`src/rtl/lc3b_types.sv`:
```
// Shared LC-3b memory types.
//   lc3b_word  : 16-bit address/data word
//   lc3b_block : 128-bit cache line moved between a cache and physical memory
package lc3b_types;

  typedef logic [15:0]  lc3b_word;
  typedef logic [127:0] lc3b_block;

endpackage

```
`src/rtl/cache_arbiter.sv`:
```
// Shares one physical-memory port between the I-cache and the D-cache with at
// most one memory operation in flight. D-cache has priority, but after
// STARVE_LIMIT consecutive D grants made while the I-cache was waiting, the
// I-cache wins the next grant.
// Ports:
//   clk, rst_n            : clock, asynchronous active-low reset
//   icache_pmem_*         : I-cache read request / response
//   dcache_pmem_*         : D-cache read/write request / response
//   pmem_*                : physical-memory port
//   state_dbg             : current FSM state (0 idle, 1 icache, 2 dcache)
//   starve_count          : starvation counter
module cache_arbiter
  import lc3b_types::*;
#(
  parameter int STARVE_LIMIT = 4
) (
  input  logic      clk,
  input  logic      rst_n,

  input  logic      icache_pmem_read,
  input  lc3b_word  icache_pmem_address,
  output lc3b_block icache_pmem_rdata,
  output logic      icache_pmem_resp,

  input  logic      dcache_pmem_read,
  input  logic      dcache_pmem_write,
  input  lc3b_word  dcache_pmem_address,
  input  lc3b_block dcache_pmem_wdata,
  output lc3b_block dcache_pmem_rdata,
  output logic      dcache_pmem_resp,

  output logic      pmem_read,
  output logic      pmem_write,
  output lc3b_word  pmem_address,
  output lc3b_block pmem_wdata,
  input  lc3b_block pmem_rdata,
  input  logic      pmem_resp,

  output logic [1:0]                        state_dbg,
  output logic [$clog2(STARVE_LIMIT+1)-1:0] starve_count
);

  localparam int CW = $clog2(STARVE_LIMIT + 1);
  localparam logic [CW-1:0] LIMIT = CW'(STARVE_LIMIT);

  typedef enum logic [1:0] {
    S_IDLE   = 2'd0,
    S_ICACHE = 2'd1,
    S_DCACHE = 2'd2
  } state_t;

  state_t    state_q, state_d;
  logic [CW-1:0] starve_q;
  lc3b_word  addr_q;
  lc3b_block wdata_q;
  logic      write_q;

  logic d_req, i_req, i_wins;

  assign d_req  = dcache_pmem_read | dcache_pmem_write;
  assign i_req  = icache_pmem_read;
  // I-cache wins when D is quiet, or when D has had its full run of grants.
  assign i_wins = i_req && (!d_req || (starve_q == LIMIT));

  // State register
  always_ff @(posedge clk or negedge rst_n) begin
    if (!rst_n) state_q <= S_IDLE;
    else        state_q <= state_d;
  end

  // Next-state logic
  always_comb begin
    state_d = state_q;
    case (state_q)
      S_IDLE: begin
        if (i_wins)     state_d = S_ICACHE;
        else if (d_req) state_d = S_DCACHE;
      end
      S_ICACHE, S_DCACHE: begin
        // Always pass through idle after a response, so a request still high
        // in that cycle is arbitrated as a fresh one.
        if (pmem_resp) state_d = S_IDLE;
      end
      default: state_d = S_IDLE;
    endcase
  end

  // Grant-time capture of the winner's operation and the starvation counter.
  // Nothing here changes while a grant is active, so requester-side changes
  // mid-operation cannot reach the memory port.
  always_ff @(posedge clk or negedge rst_n) begin
    if (!rst_n) begin
      addr_q   <= '0;
      wdata_q  <= '0;
      write_q  <= 1'b0;
      starve_q <= '0;
    end else if (state_q == S_IDLE) begin
      if (i_wins) begin
        addr_q   <= icache_pmem_address;
        wdata_q  <= '0;
        write_q  <= 1'b0;
        starve_q <= '0;
      end else if (d_req) begin
        addr_q   <= dcache_pmem_address;
        wdata_q  <= dcache_pmem_wdata;
        // Read and write together is illegal; write takes precedence.
        write_q  <= dcache_pmem_write;
        if (!i_req)                starve_q <= '0;
        else if (starve_q != LIMIT) starve_q <= starve_q + CW'(1);
      end
    end
  end

  // Output logic
  always_comb begin
    pmem_read        = 1'b0;
    pmem_write       = 1'b0;
    icache_pmem_resp = 1'b0;
    dcache_pmem_resp = 1'b0;
    case (state_q)
      S_ICACHE: begin
        pmem_read        = ~write_q;
        pmem_write       = write_q;
        icache_pmem_resp = pmem_resp;
      end
      S_DCACHE: begin
        pmem_read        = ~write_q;
        pmem_write       = write_q;
        dcache_pmem_resp = pmem_resp;
      end
      default: ;
    endcase
  end

  assign pmem_address      = addr_q;
  assign pmem_wdata        = wdata_q;
  assign icache_pmem_rdata = pmem_rdata;
  assign dcache_pmem_rdata = pmem_rdata;
  assign state_dbg         = state_q;
  assign starve_count      = starve_q;

  illegal_dcache_op: assert property (
    @(posedge clk) disable iff (!rst_n) !(dcache_pmem_read && dcache_pmem_write)
  ) else $warning("cache_arbiter: dcache read and write both high, write takes precedence");

endmodule

```
`config.mk`:
```
export PLATFORM = sky130hd
export DESIGN_NAME = cache_arbiter
export DESIGN_NICKNAME = d
export VERILOG_FILES = /design/src/rtl/lc3b_types.sv /design/src/rtl/cache_arbiter.sv
export SDC_FILE = /design/constraint.sdc
export NUM_CORES = 1
export LEC_CHECK = 0
export ABC_AREA = 1
export CORE_AREA = 4 4 269 271
export DETAILED_ROUTE_END_ITERATION = 10
export DIE_AREA = 0 0 273 275
export HOLD_SLACK_MARGIN = 0.03
export SLEW_MARGIN = 20
export SYNTH_ARGS = -nofsm -noshare
export SYNTH_HDL_FRONTEND = slang
export SYNTH_SLANG_ARGS = --single-unit
export TNS_END_PERCENT = 100
```
`constraint.sdc`:
```
create_clock -name clk -period 1.6 [get_ports clk]
set_input_delay 0.32 -clock clk [delete_from_list [all_inputs] [get_ports clk]]
set_output_delay 0.32 -clock clk [all_outputs]
set_load 0.02 [all_outputs]
```
==> summary.md <==
| Metric | Value |
|---|---|
| Status | finished with violations |
| Failing checks | setup timing |
| Total gr overflow | 0 |
| Core Box Area | 69790 µm² |
| Cell mode on critical path | inv_2 |
| Pwr dens | roughly 1800 nW/µm² |
| DR DRC count | 0 |
| Peak VDD IR | between 0.8 and 0.9 mV |
| Hold Crit Class | in2reg |
| Worst-Margin Slew | about 0.54 ns |
| WL final | 32820 µm |
| Critical Path, Cell by Cell | inv_2 > ha_4 > inv_2 > nor2_1 > buf_4 |
| Net Count, Synth | between 1000 and 1500 |
| Initial DRC count | 207 |
| Synth cell types | 20 |
| Most frequent cells in the layout | nand2_1 (318), clkdlybuf4s50_1 (163), dfrtp_1 (149), nand3_1 (141), dlygate4sd2_1 (129) |
| CTS Buffer Depth | 2 |
| Startpoint type of the worst setup path | register |
| Final Worst Setup Slack | -0.1736 ns |
| Initial Util | roughly an eighth |
| Gp weighted congestion | ~0.75 |
| Multi-input gate area | ~2400 µm² |
| Die Wd | roughly 270 µm |
| CP required | 1.28 ns |
| Final min period | 1.774 ns |
| RSZ-0062 raised after global routing | yes |
| Final hold viol count | 0 |
| H-tree level count | 4 |
| Final setup skew | 0.007866 ns |
| Static leakage | between 6 and 7 nW |
| Antenna-violating nets left | 0 |
| Slowest-stage cell, CP | dfrtp_1 |
| Dominant cells by area after synthesis | dfrtp_1 (45%), buf_4 (23%), nand2_1 (14%), nand3_1 (9.8%), inv_1 (1.8%) |
| FP Rows | 97 |
| Clock latency on the worst-skew pair | 0.47 ns |
| Yosys top cell area share | 44.70% |
| Peak per-stage delay on the critical path | 0.39 ns |
| Crit Path Category | reg2out |
| Drt pass-1 iters | 4 |
| Fin. max-slew vios | 0 |
| Final setup viols | 4 |
| Fin crit share | 110.9% |
| Layout Utilization | around 17% |
| Initial antenna violation count | 1 |
| Most common cell after layout, fill and taps aside | nand2_1 |
| Worst Setup End Kind | output pin |
| Clock transition at path regs | approximately 0.07 ns |
| FF+latch area | 3755 µm² |
| Share of layout cells above drive strength 1 | approximately 17% |
| Arr. time, crit path | 1.45 ns |
| Die ar. | between 70000 and 80000 µm² |
| Synthesized area | around 8400 µm² |
| Drt via density | between 3 and 4 |
| Share of the yosys chip area belonging to registers | 44.70% |
| MaxCap Viol Count | 0 |
| CTS buffer count | 17 |
| CP max FO | 2 |
| FMAX | 563.8 MHz |
| Vias in the first global route | 6918 |
| Largest net degree at the start of global routing | 42 |
| CTS tree | done |
| Area grow syn2layout | 45.28% |
| Sink Count | 150 |
| Root Driver | clkbuf_16 |
| Cell taking the most area after synthesis | dfrtp_1 |
| I/O pin cnt | ~700 |
| Power Total | roughly 22 mW |
| First-pass GRT wire length | approximately 44000 µm |
| WL per Instance | 15.73 µm |
| Total track usage | 8.094% |
| Register bit total from synthesis | 150 |
| Fill cells | a little under 8000 |
| Post-detail-place hpwl | 23490 µm |
| IO buf count | roughly 320 |
| Avg Cell Area, Syn | between 8 and 9 µm² |
| Via Count | about 6800 |
| Final nets | 1432 |
| Die H | ~280 µm |
| Yosys Warn Count | 0 |
| Synthesized instance count | 1001 |
| Slew HR | between 60 and 70% |
[report_power, final]
group	total, mW	switching [mW]	internal (mW)	leakage, nW
Combinational	11.1	6.55	4.55	3.86
Clock	4.33	1.89	2.44	0.294
Sequential	6.62	1.01	5.60	1.86
[state kept, by name, summed over array words and instances, names as in the netlist]
name and count:
pmem_wdata 128, write_q 1, state_dbg 2, starve_count 3
pmem_address 16
[Yosys cell counts (all sizes together)]
cell type,count
inv,42
o21ai,3
clkbuf,4
nor2,3
buf,303
nand3,164
xnor2,1
nand2,323
dfrtp,150
nand4,2
ha,5
or2,1
[per-layer routing]
| layer | vias up | track usage, % | wire length (µm) |
|---|---|---|---|
| met5 | - | 1.990 | 161 |
| li1 | 3135 | - | - |
| met3 | 128 | 5.468 | 4655 |
| met2 | 472 | 10.93 | 13360 |
| met4 | 4 | 6.059 | 2096 |
| met1 | 3047 | 8.730 | 12550 |
[final timing paths]
path,startpoint,end,slack [ns],cells past startpoint
worst max-delay path,state_dbg[1],pmem_read,-0.17,5
worst min-delay path,icache_pmem_read,starve_count[2],0.30,5
worst max register to register,starve_count[0],pmem_wdata[2],0.02,9
worst min register to register,pmem_wdata[90],pmem_wdata[90],0.47,2
max in group asynchronous,rst_n,pmem_wdata[77],0.65,3
min in group asynchronous,rst_n,pmem_wdata[115],0.37,2
[final cells by class]
cell class                 instances  area share, %
multi-input combinational        502          19.43
timing repair buffer             420          33.83
clock buffer                      20          3.825
tap                              940          9.640
clock inverter                    12          1.159
antenna                            1        0.02051
sequential                       150          30.78
inverter                          42          1.313
[stage by stage]
stage	setup TNS, ns	setup slack [ns]	area (µm²)	std cells	hold slack [ns]
2_1_floorplan	0	0.07557	8398	1001	0.02441
6_report	-0.5203	-0.1736	12200	2087	0.2984
3_3_place_gp	-40.28	-0.3246	11270	2039	0.3279
5_1_grt	-1.370	-0.2612	12200	2086	0.2800
3_5_place_dp	-40.92	-0.3214	11270	2039	0.3280
4_1_cts	-0.7657	-0.2413	11780	2073	0.2342
[critical path, delay by kind of cell, from the launching register on]
family,cells,cell delay (ns)
fa+ha+maj,1,0.27
buf+inv,3,0.25
flops,1,0.39
simple gates,1,0.08
[timing repair]
| action | in CTS | in global routing |
|---|---|---|
| buffers inserted | 1 | 6 |
| pin swaps | 3 | 6 |
| endpoints found under the hold margin | 26 | 0 |
| hold buffers | 1 | 0 |
| cloned | 0 | 7 |
| endpoints found under the setup margin | 154 | 31 |
| gates resized for setup | 218 | 50 |
[logic make-up (layout without fill, tap and decap cells)]
| kind of cell | count (synthesis) | count (layout) | share of synthesized area (%) |
|---|---|---|---|
| adders and majority gates | 5 | 5 | 0.7449 |
| other | 0 | 1 | 0 |
| DFF | 150 | 150 | 44.70 |
| AOI/OAI and AO/OA | 3 | 3 | 0.3129 |
| xor gates and xnor gates | 1 | 1 | 0.1043 |
| buffers and inverters | 349 | 494 | 29.42 |
| and+or+nand+nor | 493 | 493 | 24.72 |
(Power assumes the default switching activity.)
